File: src/rtl/coherence_bus_ctrl.sv
// Two-core MSI coherence bus controller: arbitration, snoop, cache-to-cache or RAM completion.
// Optional: define COHERENCE_ROUND_ROBIN_EN for round-robin arbitration (default is fixed priority to core 0).

package msi_pkg;
  typedef logic [31:0] word_t;

  typedef enum logic [2:0] {
    IDLE       = 3'd0,
    BUSRD      = 3'd1,
    BUSRDX     = 3'd2,
    INVALIDATE = 3'd3,
    WB         = 3'd4
  } bus_command;

  typedef enum logic [2:0] {
    ST_IDLE  = 3'd0,
    ST_SNOOP = 3'd1,
    ST_C2C   = 3'd2,
    ST_MEMRD = 3'd3,
    ST_MEMWB = 3'd4,
    ST_DONE  = 3'd5
  } ctrl_state_t;
endpackage

// Handshakes: req_cmd is held by the requester until its done pulse; snoop_valid
// stays high until snoop_ack from that core (same cycle allowed); ram_ren/ram_wen
// stay high until ram_ready, and the access completes in the ram_ready cycle.
module coherence_bus_ctrl
  import msi_pkg::*;
(
  input  logic        CLK,
  input  logic        RST,
  input  bus_command  req_cmd [2],
  input  word_t       req_addr [2],
  input  word_t       req_wdata [2],
  output logic [1:0]  grant,
  output logic [1:0]  done,
  output word_t       rdata,
  output logic [1:0]  snoop_valid,
  output bus_command  snoop_cmd,
  output word_t       snoop_addr,
  input  logic [1:0]  snoop_ack,
  input  logic [1:0]  snoop_dirty,
  input  word_t       snoop_data [2],
  output logic        ram_ren,
  output logic        ram_wen,
  output word_t       ram_addr,
  output word_t       ram_wdata,
  input  word_t       ram_rdata,
  input  logic        ram_ready,
  output ctrl_state_t state_dbg
);

  ctrl_state_t state_q, state_d;
  logic        id_q;
  logic        other;
  logic        win;
  logic [1:0]  req_any;
  bus_command  cmd_q;
  word_t       addr_q;
  word_t       wdata_q;
  word_t       data_q;
  logic [1:0]  grant_q;

  assign other     = ~id_q;
  assign state_dbg = state_q;
  assign grant     = grant_q;

  always_comb begin
    req_any[0] = (req_cmd[0] != IDLE);
    req_any[1] = (req_cmd[1] != IDLE);
  end

`ifdef COHERENCE_ROUND_ROBIN_EN
  // prio_q names the core that wins a tie: the one not served last.
  logic prio_q;

  always_ff @(posedge CLK) begin
    if (RST) begin
      prio_q <= 1'b0;
    end else if (state_q == ST_DONE) begin
      prio_q <= ~id_q;
    end
  end

  assign win = (req_any == 2'b11) ? prio_q : ~req_any[0];
`else
  assign win = ~req_any[0];
`endif

  always_ff @(posedge CLK) begin
    if (RST) begin
      state_q <= ST_IDLE;
      grant_q <= 2'b00;
      id_q    <= 1'b0;
      cmd_q   <= IDLE;
      addr_q  <= '0;
      wdata_q <= '0;
      data_q  <= '0;
    end else begin
      state_q <= state_d;
      grant_q <= 2'b00;
      case (state_q)
        ST_IDLE: begin
          if (|req_any) begin
            id_q         <= win;
            cmd_q        <= req_cmd[win];
            addr_q       <= req_addr[win];
            wdata_q      <= req_wdata[win];
            data_q       <= '0;
            grant_q[win] <= 1'b1;
          end
        end
        ST_SNOOP: begin
          // An invalidate never returns data, even if the snooped line was dirty.
          if (snoop_ack[other] && snoop_dirty[other] && (cmd_q != INVALIDATE)) begin
            data_q <= snoop_data[other];
          end
        end
        ST_MEMRD: begin
          if (ram_ready) begin
            data_q <= ram_rdata;
          end
        end
        default: ;
      endcase
    end
  end

  always_comb begin
    state_d = state_q;
    case (state_q)
      ST_IDLE: begin
        if (|req_any) begin
          state_d = (req_cmd[win] == WB) ? ST_MEMWB : ST_SNOOP;
        end
      end
      ST_SNOOP: begin
        if (snoop_ack[other]) begin
          if (cmd_q == INVALIDATE) begin
            state_d = ST_DONE;
          end else if (snoop_dirty[other]) begin
            state_d = ST_C2C;
          end else begin
            state_d = ST_MEMRD;
          end
        end
      end
      ST_C2C, ST_MEMRD, ST_MEMWB: begin
        if (ram_ready) begin
          state_d = ST_DONE;
        end
      end
      ST_DONE: state_d = ST_IDLE;
      default: state_d = ST_IDLE;
    endcase
  end

  always_comb begin
    done        = 2'b00;
    rdata       = '0;
    snoop_valid = 2'b00;
    snoop_cmd   = IDLE;
    snoop_addr  = '0;
    ram_ren     = 1'b0;
    ram_wen     = 1'b0;
    ram_addr    = '0;
    ram_wdata   = '0;
    case (state_q)
      ST_SNOOP: begin
        snoop_valid[other] = 1'b1;
        snoop_cmd          = cmd_q;
        snoop_addr         = addr_q;
      end
      ST_C2C: begin
        // Dirty line is written back to RAM while it is forwarded to the requester.
        ram_wen   = 1'b1;
        ram_addr  = addr_q;
        ram_wdata = data_q;
      end
      ST_MEMRD: begin
        ram_ren  = 1'b1;
        ram_addr = addr_q;
      end
      ST_MEMWB: begin
        ram_wen   = 1'b1;
        ram_addr  = addr_q;
        ram_wdata = wdata_q;
      end
      ST_DONE: begin
        done[id_q] = 1'b1;
        rdata      = data_q;
      end
      default: ;
    endcase
  end

endmodule

File: config.mk
export PLATFORM = sky130hd
export DESIGN_NAME = coherence_bus_ctrl
export DESIGN_NICKNAME = d
export VERILOG_FILES = /design/src/rtl/coherence_bus_ctrl.sv
export SDC_FILE = /design/constraint.sdc
export NUM_CORES = 1
export LEC_CHECK = 0
export BUFFER_PORTS_ARGS = -buffer_cell sky130_fd_sc_hd__buf_2
export CORE_AREA = 2 2 149 151
export CTS_BUF_LIST = sky130_fd_sc_hd__clkbuf_8
export DETAILED_ROUTE_END_ITERATION = 6
export DIE_AREA = 0 0 151 153
export PLACE_DENSITY = 0.65
export SLEW_MARGIN = 20
export SYNTH_ARGS = -nofsm -noshare
export SYNTH_HDL_FRONTEND = slang
export SYNTH_SLANG_ARGS = --single-unit
File: constraint.sdc
create_clock -name CLK -period 2 [get_ports CLK]
set_clock_uncertainty 0.1 [all_clocks]
set_input_delay 0.2 -clock CLK [delete_from_list [all_inputs] [get_ports CLK]]
set_output_delay 0.2 -clock CLK [all_outputs]
set_load 0.02 [all_outputs]
* Word level (Yosys, flattened, before mapping)
Cells that the tools add are included.
** Word-level totals
- Register bits :: 105
- Input port bits :: 237
- Word-level logic and storage cells :: 92
- Output and inout port bits :: 142
** Operators by class
- Equality and inequality tests :: 13
- Reductions and logical operators :: 16
- $lt $le $gt $ge :: 8
- Bitwise logic cells :: 6
- Multiplexer cells :: 42
** Operators with widths (count)
- two-way mux 32 bit :: 15
- one-hot mux 32 bit (3 select lines) :: 1
- one-hot mux 32 bit (2 select lines) :: 1
- two-way mux 3 bit :: 9
- two-way mux 1 bit :: 10
- equality test 3 x 2 -> 1 bit, second input constant :: 3
- equality test 3 bit, second input constant :: 3
- one-hot mux 3 bit (3 select lines) :: 1
- nonzero test 3 bit :: 3
- inequality test 2 bit, second input constant :: 4
- less-than comparator 1 x 2 -> 1 bit, second input constant :: 3
- OR reduction 3 bit :: 2
- logical AND 1 bit :: 5
- greater-or-equal comparator 2 bit, second input constant :: 2
- two-way mux 2 bit :: 2
- inverter 1 bit :: 4
- inverter 1 -> 2 bit :: 2
- AND reduction 4 bit :: 1
- OR reduction 2 bit :: 2
- demux 1 bit (select 1 bit) :: 3
- equality test 3 x 1 -> 1 bit, second input constant :: 1
- greater-or-equal comparator 1 bit, second input constant :: 3
- zero test 3 bit :: 1
- inequality test 3 x 2 -> 1 bit, second input constant :: 1
- other kinds (3) :: 3

* Depth between registers and ports, before layout
- Word-level depth :: 10
- Gate-level depth with buffers :: 8
- Mapped depth without buffers :: 4

* Worst setup path before layout
OpenSTA, ideal clock, no wires.
- Path type :: reg2reg
- From :: register state_q[1] (netlist: state_dbg[1])
- To :: register data_q[21]
- Stages on the path, launching flop included :: 8
- Buffers on the path :: 3
- Data arrival time :: 1980 ps
- Library setup time :: 81 ps
- Required time :: 1819 ps
- Setup slack :: -161 ps
- Period minus slack after synthesis :: 2161 ps
- Cell sequence :: dfxtp_1 buf_4 nor2b_1 and2_1 clkbuf_1 clkbuf_1 a22oi_1 a211oi_2
** Between the ends
- Word-level cells in the longest chain between the ends :: 3
- Elaborated cells between the ends (all ways) :: 9
- Those cells by class :: eq/ne (5); mux (1); reduce/logical (3)
** Ends and longest elaborated chain
- from (decl) :: RTL line 54 : ctrl_state_t state_q, state_d;
- from (signal assigned) :: RTL line 101 : state_q <= state_d;
- equality test 3 x 1 -> 1 bit, or another cell as far along :: RTL line 103 : case (state_q)
- inequality test 2 bit (no line) or nonzero test 3 bit (tied branches)
- AND reduction 4 bit (no line)
- to (signal assigned) :: RTL line 117 : data_q <= snoop_data[other];
- to (signal assigned) :: RTL line 122 : data_q <= ram_rdata;
- to (decl) :: RTL line 62 : word_t data_q;
Parallel ways exist; a longest one is shown, timed or not.
A chain may end at the register's enable or synchronous reset.

* Final worst setup path
- From :: register state_q[0] (netlist: state_dbg[0])
- To :: output port ram_addr[17]
** Between the ends
- Word-level cells in the longest chain between the ends :: 3
- Elaborated cells between the ends (all ways) :: 5
- Those cells by class :: eq/ne (3); mux (1); reduce/logical (1)
** Ends and longest elaborated chain
- equality test 3 x 2 -> 1 bit or equality test 3 bit (tied branches) :: RTL line 169 : case (state_q)
- OR reduction 3 bit (no line) *
- two-way mux 32 bit * :: RTL line 169
- to (decl) :: RTL line 47 : output word_t ram_addr,
Mark *: on every way between the ends. The rest lies on a longest branch, timed or not.

==> reports/qor.csv <==
metric,value,unit
run status,finished with violations,
failing checks,setup timing,
number of standard cells in the final layout excluding fillers,1399,
count of buffering cells on the critical path with inverters included,5,
final weighted congestion in routability-driven placement,0.776,
clock transition at the registers of the reported paths,0.12,ns
transition time at the pin with the least slew margin,0.622,ns
launch point of the critical path,state_dbg[0]$_SDFFE_PP0P_,
latest clock arrival within the worst-skew pair,0.39,ns
die width,151,microns
peak supply drop,0.566,mV
Die Height,153,microns
TritonCTS clock tree,built,
number of nets produced by synthesis,866,
number of max-cap violations,0,
"commonest non-fill, non-tap cell in the layout",sky130_fd_sc_hd__buf_2,
maximum number of pins on one net before global-route repair,64,
DRT Pass-1 Iters,7,
number of buffers added on ports,378,
share of synthesized flip-flops with an asynchronous set or reset,0,%
Max Fclk,453,MHz
all-layer global routing usage,22.0,%
Crit path largest cell delay,0.34,ns
type of element capturing the critical path,primary output,
count of pins over their slew limit,0,
Max Fanout on Critical Path,17,
Iter 0 DRT Violations,406,
critical path cell sequence,"buf_6, buf_6, nor3b_4, buf_12, nor2_4, buf_12, nor2b_1, buf_4",
Slew HR,58.6,%
type of the worst setup path,flip-flop to primary output,
DP Worst Slack,-0.0675,ns
required time of the critical path,1.70,ns
leading area contributor after synthesis,sky130_fd_sc_hd__dfxtp_1,
setup repair after global routing missed its margin,true,
"Net count, final",1351,
PwrDens,1150,nW/um^2
Core Box Area,21500,sq um
cells after synthesis,629,
maximum level of the CTS H-tree,3,
wire per inst,21.7,microns
launch point of the worst reg-to-reg path,state_dbg[1]$_SDFFE_PP0P_,
Synth Flop Type,sky130_fd_sc_hd__dfxtp_1,
Hold WC Path Type,primary input to flip-flop,
via count of the first global-routing pass,7130,
Worst EP arrival,1.91,ns
"commonest non-fill, non-tap cells in the layout","sky130_fd_sc_hd__buf_2, sky130_fd_sc_hd__buf_6, sky130_fd_sc_hd__dfxtp_1",
final antenna-violating net count,0,
detailed-route via count,7583,
signed area change from the synthesized netlist to the final layout,91.5,%
share of the clock period used by the worst path after layout,110,%
leading cell types by total area after synthesis,"sky130_fd_sc_hd__dfxtp_1, sky130_fd_sc_hd__a221o_1, sky130_fd_sc_hd__and2_1",
sequential cell area fraction in the yosys report,35.3,%
Bufs on Longest Clock Path,2,
via count normalized by instance count,5.42,
Avg Synthesized Cell Area,9.47,sq um
remaining design rule violation count,0,
number of enable-type register cells in the synthesized netlist,0,
Num CTS Buffers,9,
diodes inserted,0,
Pleak,0.00523,uW
flop and latch count out of synthesis,105,
aggregate global routing overflow,0,
cell type group with the largest total delay on the critical path,buffers and inverters,
CTS root buf,sky130_fd_sc_hd__clkbuf_8,
number of top-level design ports,379,
first-pass GRT wire length,39.3,mm
total die area,23100,sq um
number of failing setup endpoints in the final timing report,148,
final worst slack,-0.208,ns
Critical Path Source Type,flip-flop,
final hold vios,0,
source of the worst hold timing path,req_addr[52],
Fill cells,1836,
final critical delay including setup and external delays,2.21,ns
portion of synthesized cell area occupied by the leading cell type,35.3,%
CTS sink cnt,105,
fraction of final layout cells sized beyond drive strength 1,59.7,%
number of distinct standard cells referenced by the synthesized netlist,40,
cell total after placement,1257,
"Slowest-stage cell, CP",sky130_fd_sc_hd__dfxtp_2,
combined area of all synthesized cells,5960,sq um
initial core utilization,27.7,%
final WL,30.4,mm
# rows,54,
initial antenna violation count,0,
number of warning messages in the yosys log,0,
DP Wirelength,17.6,mm
[flip-flops by register name (all words and copies together), names as in the netlist]
register / flops
wdata_q: 32
grant: 2
data_q: 32
state_dbg: 3
addr_q: 32
id_q: 1
cmd_q: 3
[tightest hold or removal path: stages]
cell and delay [ns]:
sky130_fd_sc_hd__buf_2 0.07, sky130_fd_sc_hd__and3_1 0.13, sky130_fd_sc_hd__a221o_1 0.10
[final timing paths]
path	end	slack [ns]	depth (start not counted)
setup / recovery	ram_addr[17]	-0.21	8
hold / removal	addr_q[20]$_SDFFE_PP0P_	0.03	3
setup reg to reg	data_q[6]$_SDFFE_PP0P_	-0.05	6
hold reg to reg	wdata_q[3]$_SDFFE_PP0P_	0.40	1
[metrics by stage]
stage	cell area, sq um	TNS [ns]	total power (uW)	utilization (%)	hold WS, ns
after floorplan	6020	-0.210	6980	-	0.238
after global placement	8490	-1.25	8960	39.5	0.321
after detailed placement	8490	-1.32	9070	39.5	0.324
after CTS	10200	-17.51	11700	47.7	0.000734
after global routing	11400	-29.79	13700	53.1	0.00627
final	11400	-13.12	13100	53.1	0.0275
[report_power, final]
group          total [uW]  internal [uW]  switching (uW)
Sequential           3400           2810             596
Clock                1460            630             834
Combinational        8250           4250            4000
[Yosys cell counts, drive strengths merged, types with 14 or more instances]
cell      n
and2     70
and3     66
a22o     32
buf      14
a221o    65
nor2b    35
a211oi   33
dfxtp   105
a31oi    32
mux2     32
a22oi    32
clkbuf   63
[cell families (layout without fill, tap and decap cells)]
family,Yosys count,after routing,synth area share (%)
AOI/OAI and AO/OA,215,215,32.2
and+or+nand+nor,197,197,20.5
DFF,105,105,35.3
buffers and inverters,78,568,5.63
muxes,34,34,6.38
[metal layers]
layer  wire, microns  track usage, %
met2           15200            40.0
met3            2330            3.31
met1           11900            26.2
met5               0               0
met4             947            7.12
[cell type report]
class	instances	area [sq um]	area share, %
well taps	280	350	3.07
repair buffers	551	4780	41.9
inverters	1	3.75	0.0329
clock inverters	6	72.6	0.636
flip-flops and latches	105	2110	18.5
multi-input cells	446	3960	34.7
clock buffers	10	138	1.21
[timing repair]
action                     4_1_cts  5_1_grt
hold endpoints to repair        64        0
cloned                           5       15
buffers inserted                16       16
gates resized for setup        161      249
setup endpoints to repair      148      232
hold buffers                    80        0
pin swaps                       14       29
No activity file was read; power rests on OpenSTA's default activity.
